## config.mk

```make
export PLATFORM = sky130hd
export DESIGN_NAME = mel_multi_monitor
export DESIGN_NICKNAME = d
export VERILOG_FILES = /design/src/rtl/mel_multi_monitor.sv
export SDC_FILE = /design/constraint.sdc
export NUM_CORES = 1
export LEC_CHECK = 0
export ABC_AREA = 1
export BUFFER_PORTS_ARGS = -buffer_cell sky130_fd_sc_hd__buf_2
export CAP_MARGIN = 30
export CORE_ASPECT_RATIO = 0.5
export CORE_MARGIN = 1.5
export CORE_UTILIZATION = 40
export CTS_CLUSTER_DIAMETER = 60
export DETAILED_ROUTE_END_ITERATION = 7
export GPL_ROUTABILITY_DRIVEN = 0
export HOLD_SLACK_MARGIN = 0.02
export PLACE_DENSITY_LB_ADDON = 0.25
export SLEW_MARGIN = 10
export SYNTH_ARGS = -nofsm -noshare
export SYNTH_HDL_FRONTEND = slang
export SYNTH_SLANG_ARGS = --single-unit
```

## constraint.sdc

```tcl
create_clock -name SYSCLK -period 6 [get_ports SYSCLK]
set_input_delay 1.2 -clock SYSCLK [delete_from_list [all_inputs] [get_ports SYSCLK]]
set_output_delay 1.2 -clock SYSCLK [all_outputs]
set_load 0.05 [all_outputs]
```

## src/rtl/mel_multi_monitor.sv

```systemverilog
// Multi-channel MEL supervisor: synchronises NCH status groups, drives timed or forced
// MEL_ACK and self-timed MEL_ERROR_RESET, counts INT->ENABLE-fall time, logs changes to an OPB FIFO.
module mel_multi_monitor #(
    parameter int NCH       = 4,
    parameter int LOG_DEPTH = 16,
    parameter int TS_W      = 16,
    parameter int ERR_PULSE = 16
) (
    input  logic             SYSCLK,
    input  logic             SYS_RST_N,
    input  logic [NCH-1:0]   MEL_INT,
    input  logic [NCH-1:0]   MEL_ENABLE,
    input  logic [NCH-1:0]   MEL_ERROR,
    input  logic [3*NCH-1:0] MEL_XTRA,
    output logic [NCH-1:0]   MEL_ACK,
    output logic [NCH-1:0]   MEL_ERROR_RESET,
    input  logic [7:0]       OPB_ADDR,
    input  logic [31:0]      OPB_DI,
    input  logic             OPB_WE,
    input  logic             OPB_RE,
    output logic [31:0]      OPB_DO,
    output logic             IRQ
);

    localparam int AW = $clog2(LOG_DEPTH);
    localparam int CW = AW + 1;
    localparam int EW = TS_W + 11;
    localparam int PW = $clog2(ERR_PULSE + 1);

    logic [NCH-1:0]   int_s1_q, int_s2_q, en_s1_q, en_s2_q, err_s1_q, err_s2_q;
    logic [3*NCH-1:0] xtra_s1_q, xtra_s2_q;

    always_ff @(posedge SYSCLK or negedge SYS_RST_N) begin
        if (!SYS_RST_N) begin
            int_s1_q  <= '0;
            int_s2_q  <= '0;
            en_s1_q   <= '0;
            en_s2_q   <= '0;
            err_s1_q  <= '0;
            err_s2_q  <= '0;
            xtra_s1_q <= '0;
            xtra_s2_q <= '0;
        end else begin
            // NOTE: non-blocking keeps each stage sampling the previous stage's old value,
            // so this really is a two-flop chain rather than one flop.
            int_s1_q  <= MEL_INT;
            int_s2_q  <= int_s1_q;
            en_s1_q   <= MEL_ENABLE;
            en_s2_q   <= en_s1_q;
            err_s1_q  <= MEL_ERROR;
            err_s2_q  <= err_s1_q;
            xtra_s1_q <= MEL_XTRA;
            xtra_s2_q <= xtra_s1_q;
        end
    end

    logic [6:0]     state [NCH];
    logic [NCH-1:0] open_w;

    always_comb begin
        open_w = '0;
        for (int n = 0; n < NCH; n++) begin
            state[n]  = {en_s2_q[n], int_s2_q[n], err_s2_q[n], 1'b0, xtra_s2_q[3*n +: 3]};
            open_w[n] = (xtra_s2_q[3*n +: 3] == 3'b001);
        end
    end

    logic [TS_W-1:0] ts_q;
    logic            log_en_q, irq_en_q;
    logic [6:0]      last_q [NCH];
    logic [EW-1:0]   mem [LOG_DEPTH];
    logic [AW-1:0]   wr_ptr_q, rd_ptr_q;
    logic [CW-1:0]   count_q;
    logic [7:0]      ovf_q;
    logic [EW-1:0]   head;
    logic            full, empty;

    // Lowest-numbered channel whose state differs from its last logged value wins.
    logic           found;
    logic [3:0]     sel_ch;
    logic [6:0]     sel_state;
    logic [NCH-1:0] sel_oh;

    always_comb begin
        // NOTE: every comb output gets a default up front so no path can infer a latch.
        found     = 1'b0;
        sel_ch    = '0;
        sel_state = '0;
        sel_oh    = '0;
        for (int n = NCH - 1; n >= 0; n--) begin
            if (state[n] != last_q[n]) begin
                found     = 1'b1;
                sel_ch    = 4'(n);
                sel_state = state[n];
                sel_oh    = '0;
                sel_oh[n] = 1'b1;
            end
        end
    end

    logic [5:0]     ch_off;
    logic [1:0]     reg_sel;
    logic [NCH-1:0] ch_hit, cfg_we, err_we, cnt_we;
    logic           ctrl_we, log_clear, log_rd;
    logic           push_req, do_push, do_pop, drop;

    assign ch_off    = OPB_ADDR[7:2] - 6'd4;
    assign reg_sel   = OPB_ADDR[1:0];
    assign ctrl_we   = OPB_WE && (OPB_ADDR == 8'h00);
    assign log_clear = ctrl_we && OPB_DI[2];
    assign log_rd    = OPB_RE && (OPB_ADDR == 8'h02);
    assign full      = (count_q == CW'(LOG_DEPTH));
    assign empty     = (count_q == '0);
    assign push_req  = log_en_q && found;
    assign do_pop    = log_rd && !empty;
    assign do_push   = push_req && (!full || do_pop);
    assign drop      = push_req && full && !do_pop;
    assign head      = mem[rd_ptr_q];

    always_comb begin
        ch_hit = '0;
        cfg_we = '0;
        err_we = '0;
        cnt_we = '0;
        for (int n = 0; n < NCH; n++) begin
            ch_hit[n] = (OPB_ADDR[7:4] != 4'h0) && (ch_off == 6'(n));
            cfg_we[n] = OPB_WE && ch_hit[n] && (reg_sel == 2'd1);
            err_we[n] = OPB_WE && ch_hit[n] && (reg_sel == 2'd2) && OPB_DI[0];
            cnt_we[n] = OPB_WE && ch_hit[n] && (reg_sel == 2'd3);
        end
    end

    always_ff @(posedge SYSCLK or negedge SYS_RST_N) begin
        if (!SYS_RST_N) begin
            ts_q     <= '0;
            log_en_q <= 1'b1;
            irq_en_q <= 1'b0;
            wr_ptr_q <= '0;
            rd_ptr_q <= '0;
            count_q  <= '0;
            ovf_q    <= '0;
            for (int n = 0; n < NCH; n++) last_q[n] <= 7'h7F;
        end else begin
            ts_q <= ts_q + TS_W'(1);
            if (ctrl_we) begin
                log_en_q <= OPB_DI[0];
                irq_en_q <= OPB_DI[1];
            end
            // last[] tracks the state even when the entry is dropped or cleared away.
            for (int n = 0; n < NCH; n++)
                if (push_req && sel_oh[n]) last_q[n] <= sel_state;
            if (log_clear) begin
                wr_ptr_q <= '0;
                rd_ptr_q <= '0;
                count_q  <= '0;
                ovf_q    <= '0;
            end else begin
                if (do_push) wr_ptr_q <= wr_ptr_q + AW'(1);
                if (do_pop)  rd_ptr_q <= rd_ptr_q + AW'(1);
                if (do_push && !do_pop)      count_q <= count_q + CW'(1);
                else if (!do_push && do_pop) count_q <= count_q - CW'(1);
                if (drop && ovf_q != 8'hFF)  ovf_q <= ovf_q + 8'd1;
            end
        end
    end

    // NOTE: the FIFO storage has no reset; pointers and count define which words are valid.
    always_ff @(posedge SYSCLK) begin
        if (do_push) mem[wr_ptr_q] <= {ts_q, sel_ch, sel_state};
    end

    logic [15:0]    ack_set_q [NCH];
    logic [15:0]    timer_q   [NCH];
    logic [31:0]    cnt_q     [NCH];
    logic [PW-1:0]  pulse_q   [NCH];
    logic [NCH-1:0] ack_en_q, mode_q, force_q, ack_q, cen_q;

    always_ff @(posedge SYSCLK or negedge SYS_RST_N) begin
        if (!SYS_RST_N) begin
            ack_en_q <= '1;
            mode_q   <= '0;
            force_q  <= '0;
            ack_q    <= '0;
            cen_q    <= '0;
            for (int n = 0; n < NCH; n++) begin
                ack_set_q[n] <= 16'h0010;
                timer_q[n]   <= '0;
                cnt_q[n]     <= '0;
                pulse_q[n]   <= '0;
            end
        end else begin
            for (int n = 0; n < NCH; n++) begin
                if (cfg_we[n]) begin
                    ack_set_q[n] <= OPB_DI[15:0];
                    ack_en_q[n]  <= OPB_DI[16];
                    mode_q[n]    <= OPB_DI[17];
                    force_q[n]   <= OPB_DI[18];
                end

                if (!open_w[n])
                    timer_q[n] <= '0;
                else if (!mode_q[n] && !(ack_en_q[n] && timer_q[n] >= ack_set_q[n])
                         && timer_q[n] != 16'hFFFF)
                    timer_q[n] <= timer_q[n] + 16'd1;

                if (mode_q[n])
                    ack_q[n] <= force_q[n];
                else if (!open_w[n])
                    ack_q[n] <= 1'b0;
                else if (ack_en_q[n] && timer_q[n] >= ack_set_q[n])
                    ack_q[n] <= 1'b1;

                // A synced INT that coincides with ENABLE low still starts the measurement.
                if (int_s2_q[n])     cen_q[n] <= 1'b1;
                else if (!en_s2_q[n]) cen_q[n] <= 1'b0;

                if (cnt_we[n])                          cnt_q[n] <= '0;
                else if (cen_q[n] && cnt_q[n] != '1)    cnt_q[n] <= cnt_q[n] + 32'd1;

                if (err_we[n])              pulse_q[n] <= PW'(ERR_PULSE);
                else if (pulse_q[n] != '0)  pulse_q[n] <= pulse_q[n] - PW'(1);
            end
        end
    end

    logic [8:0]  fill9;
    logic [7:0]  fill_b;
    logic [31:0] rd_data, do_q;
    logic        unused_di;

    assign fill9     = 9'(count_q);
    assign fill_b    = fill9[8] ? 8'hFF : fill9[7:0];
    assign unused_di = ^OPB_DI[31:19];

    always_comb begin
        rd_data = '0;
        case (OPB_ADDR)
            8'h00: rd_data = {30'b0, irq_en_q, log_en_q};
            8'h01: rd_data = {8'b0, ovf_q, fill_b, 6'b0, full, empty};
            8'h02: if (!empty) rd_data = {16'(head[EW-1 -: TS_W]), 4'b0, head[10:7], 1'b0, head[6:0]};
            8'h03: rd_data = 32'(ts_q);
            default: ;
        endcase
        for (int n = 0; n < NCH; n++) begin
            if (ch_hit[n]) begin
                case (reg_sel)
                    2'd0: rd_data = 32'(state[n]);
                    2'd1: rd_data = {13'b0, force_q[n], mode_q[n], ack_en_q[n], ack_set_q[n]};
                    2'd2: rd_data = {31'b0, pulse_q[n] != '0};
                    default: rd_data = cnt_q[n];
                endcase
            end
        end
    end

    always_ff @(posedge SYSCLK or negedge SYS_RST_N) begin
        if (!SYS_RST_N)  do_q <= '0;
        else if (OPB_RE) do_q <= rd_data;
    end

    always_comb begin
        MEL_ERROR_RESET = '0;
        for (int n = 0; n < NCH; n++) MEL_ERROR_RESET[n] = (pulse_q[n] != '0);
    end

    assign MEL_ACK = ack_q;
    assign OPB_DO  = do_q;
    assign IRQ     = irq_en_q && !empty;

endmodule

```

==> metrics.txt <==
width of the die 459 um; Worst Hold Path Cells 0; internal reg-to-reg setup slack 2.62 ns; remaining antenna violation count 0; clock transition time at the flip-flop clock pins of the worst setup and hold paths 0.07 ns; number of cells on the worst reg-to-reg path 10; PD cells between 200 and 300 nW/um^2; destination of the worst hold path en_s2_q[1]; number of top-level pins 109; most frequently used flop master after synthesis sky130_fd_sc_hd__dfrtp_1; global-route wire length before repair 195,000 um; sinks on the clock net approximately 830; source-to-sink clock delay at the later pin of the worst-skew pair 0.70 ns; vias in the first global route about 32,000; cell count after synthesis around 4,800; maximum buffer depth of the clock tree 3; sequential fraction of the synthesis area 0.544; Global Route Usage Sum 0.238; Clock Root Buffer sky130_fd_sc_hd__clkbuf_16; total number of vias 34,140; commonest cells after routing, fill and taps aside sky130_fd_sc_hd__nand2_1, sky130_fd_sc_hd__nand3_1, sky130_fd_sc_hd__inv_1, sky130_fd_sc_hd__dfrtp_1, sky130_fd_sc_hd__edfxtp_1; total half-perimeter wirelength after legalization and detailed placement between 80,000 and 90,000 um; post-route clock period utilization 0.582; synthesized area per cell around 8.7 um^2; minimum hold slack around 0.34 ns; antenna violations before repair 1; final slew viol count 0; critical-path maximum fanout 6; DRT Wirelength ~130,000 um; area of the mapped netlist 41,700 um^2; floorplan die area about 110,000 um^2; hold_sp en_s1_q[1]; fill cell count 9,889; Seq. cell area 22,700 um^2; Post-synth EDFFs between 300 and 400; total congestion overflow after global routing 0; max capacitance violation total 0; first-pass detailed-route iteration total 6; share of synthesized flip-flops with an asynchronous set or reset 0.536; syn nets 4,928; Area Overhead vs Synth 11.9%; number of DRC violations after detailed-routing iteration 0 3,806; TritonCTS clock tree done; result of the run finished, final reports clean; core box area 103,000 um^2; met3 GRT Util 0.0413; worst slew slack as a fraction of its limit 0.383; Startpoint Class flip-flop; largest net degree at the start of global routing 186; count of nets after finishing between 4,000 and 5,000; most crowded layer after global routing met2; area share of the leading cell type in the synthesized netlist 0.277; Starting Density 0.405; largest cells by area after synthesis sky130_fd_sc_hd__edfxtp_1, sky130_fd_sc_hd__dfrtp_1, sky130_fd_sc_hd__nand2_1; global-route track usage on met1 0.344; share of post-route cells with drive strength above 1 0.0870; FF+latch count, synth slightly above 800; Remaining DRCs 0; most common cell after layout, fill and taps aside sky130_fd_sc_hd__nand2_1; number of port buffers 95; row count between 80 and 90; clock buffer count from CTS between 80 and 90; GR met2 Demand/Resource 0.361; number of cells after detailed placement ~6,100; number of H-tree branching levels 3; setup skew after layout around 0.042 ns; number of different library cells in the post-synthesis netlist 56; hold-fix buffers at CTS 0; antenna cell count 0; reg-to-reg endpoint OPB_DO[9]; r2r startpoint rd_ptr_q[1]; Setup Crit Path Kind flip-flop to primary output; final std cells w/o fill 6,285; endpoint kind of the worst setup timing path primary output; static power due to leakage between 15 and 20 nW; top achievable clock speed roughly 0.29 GHz; actual slew at the worst max-slew pin ~0.93 ns; peak supply drop 0.000197 V; Post-CTS Setup Inserts 0; setup_tns 0 ns; Crit path arrival time 2.29 ns; number of failing setup endpoints in the final timing report 0; area of the multi-input gates between 15,000 and 20,000 um^2; most area-hungry cell type in the Yosys netlist sky130_fd_sc_hd__edfxtp_1; Crit path required time roughly 4.8 ns; Resized Gates After CTS 0; type of the most critical hold path flip-flop to flip-flop; endpoints failing hold 0; Routed wire per std cell around 20 um; minimum period implied by the final worst setup slack 3.49 ns; setup repair after global routing missed its margin no; Vert. Die Dim 231 um; average via count per standard cell about 5.4; number of warnings printed during yosys synthesis 0
flip-flops by register name (all words and copies together) (netlist names), 5 cells and up:
name,count
cnt_q,128
last_q,28
mem,384
ts_q,16
count_q,5
xtra_s1_q,12
ack_set_q,64
pulse_q,20
xtra_s2_q,12
OPB_DO,32
ovf_q,8
timer_q,64
synth_stat cells (14+ instances only):
cell                       instances
sky130_fd_sc_hd__a21oi_1         125
sky130_fd_sc_hd__buf_1            21
sky130_fd_sc_hd__buf_2            60
sky130_fd_sc_hd__clkbuf_1         90
sky130_fd_sc_hd__dfrtp_1         406
sky130_fd_sc_hd__dfstp_2          37
sky130_fd_sc_hd__edfxtp_1        384
sky130_fd_sc_hd__ha_1             88
sky130_fd_sc_hd__inv_1           437
sky130_fd_sc_hd__inv_2            22
sky130_fd_sc_hd__nand2_1        1215
sky130_fd_sc_hd__nand2_2          18
sky130_fd_sc_hd__nand3_1         558
sky130_fd_sc_hd__nand4_1          61
sky130_fd_sc_hd__nor2_1          392
sky130_fd_sc_hd__nor2_2           18
sky130_fd_sc_hd__nor3_1          132
sky130_fd_sc_hd__nor3_2           14
sky130_fd_sc_hd__nor4_1           14
sky130_fd_sc_hd__o211ai_1         19
sky130_fd_sc_hd__o21ai_0         295
sky130_fd_sc_hd__o21ai_1          41
sky130_fd_sc_hd__o22ai_1          49
sky130_fd_sc_hd__xnor2_1          15
sky130_fd_sc_hd__xor2_1          147
cells by family (layout without fill, tap and decap cells):
kind of cell | Yosys count | in the layout | share of synthesized area
buffers and inverters | 643 | 755 | 0.0611
AO/OA/AOI/OAI | 576 | 576 | 0.0746
flip-flops | 827 | 827 | 0.544
multiplexers | 3 | 3 | 0.000721
XOR/XNOR | 162 | 162 | 0.0340
adder cells (fa/ha/maj) | 89 | 89 | 0.0269
AND/OR/NAND/NOR | 2471 | 2471 | 0.259
through the flow:
stage	utilization	total power [mW]	area [um^2]	setup slack, ns
6_report	0.453	14.0	46700	2.51
5_1_grt	0.453	14.6	46700	2.35
4_1_cts	0.452	14.0	46600	2.47
3_5_place_dp	0.426	8.81	43900	1.77
3_3_place_gp	0.422	8.74	43500	1.74
2_1_floorplan	-	8.08	41700	2.29
metal layers:
layer	share of wire	wire length, um
met5	0	0
met4	0.037	4720
met3	0.080	10100
met2	0.43	55000
met1	0.45	57100
critical path, stage by stage (launching register included):
cell                      delay (ns)
sky130_fd_sc_hd__dfrtp_1        0.46
sky130_fd_sc_hd__nor2_1         0.15
sky130_fd_sc_hd__nand3_1        0.09
sky130_fd_sc_hd__nor2_1         0.41
sky130_fd_sc_hd__inv_2          0.12
sky130_fd_sc_hd__nand2_1        0.13
sky130_fd_sc_hd__inv_1          0.04
sky130_fd_sc_hd__buf_2          0.20
worst max path at each step:
stage	startpoint	to	slack, ns
4_1_cts	count_q[0]	IRQ	2.47
3_5_place_dp	OPB_ADDR[7]	mem[10][18]	1.77
3_3_place_gp	OPB_ADDR[7]	mem[2][19]	1.74
6_report	count_q[0]	IRQ	2.51
5_1_grt	count_q[0]	IRQ	2.35
2_1_floorplan	OPB_ADDR[7]	mem[0][0]	2.29
final cells by class:
type	instances	share of cell area
Multi-Input combinational cell	3301	0.356
Clock inverter	38	0.00909
Clock buffer	111	0.0485
Tap cell	1402	0.0376
Sequential cell	827	0.486
Inverter	463	0.0374
Timing Repair Buffer	143	0.0260
power by group:
part | switching [mW] | internal (mW) | total [mW] | leakage [nW]
clock | 2.33 | 2.89 | 5.22 | 1.28
combinational | 1.53 | 0.656 | 2.18 | 8.82
sequential | 0.303 | 6.25 | 6.55 | 9.43
Power figures use the tool's default switching activity.
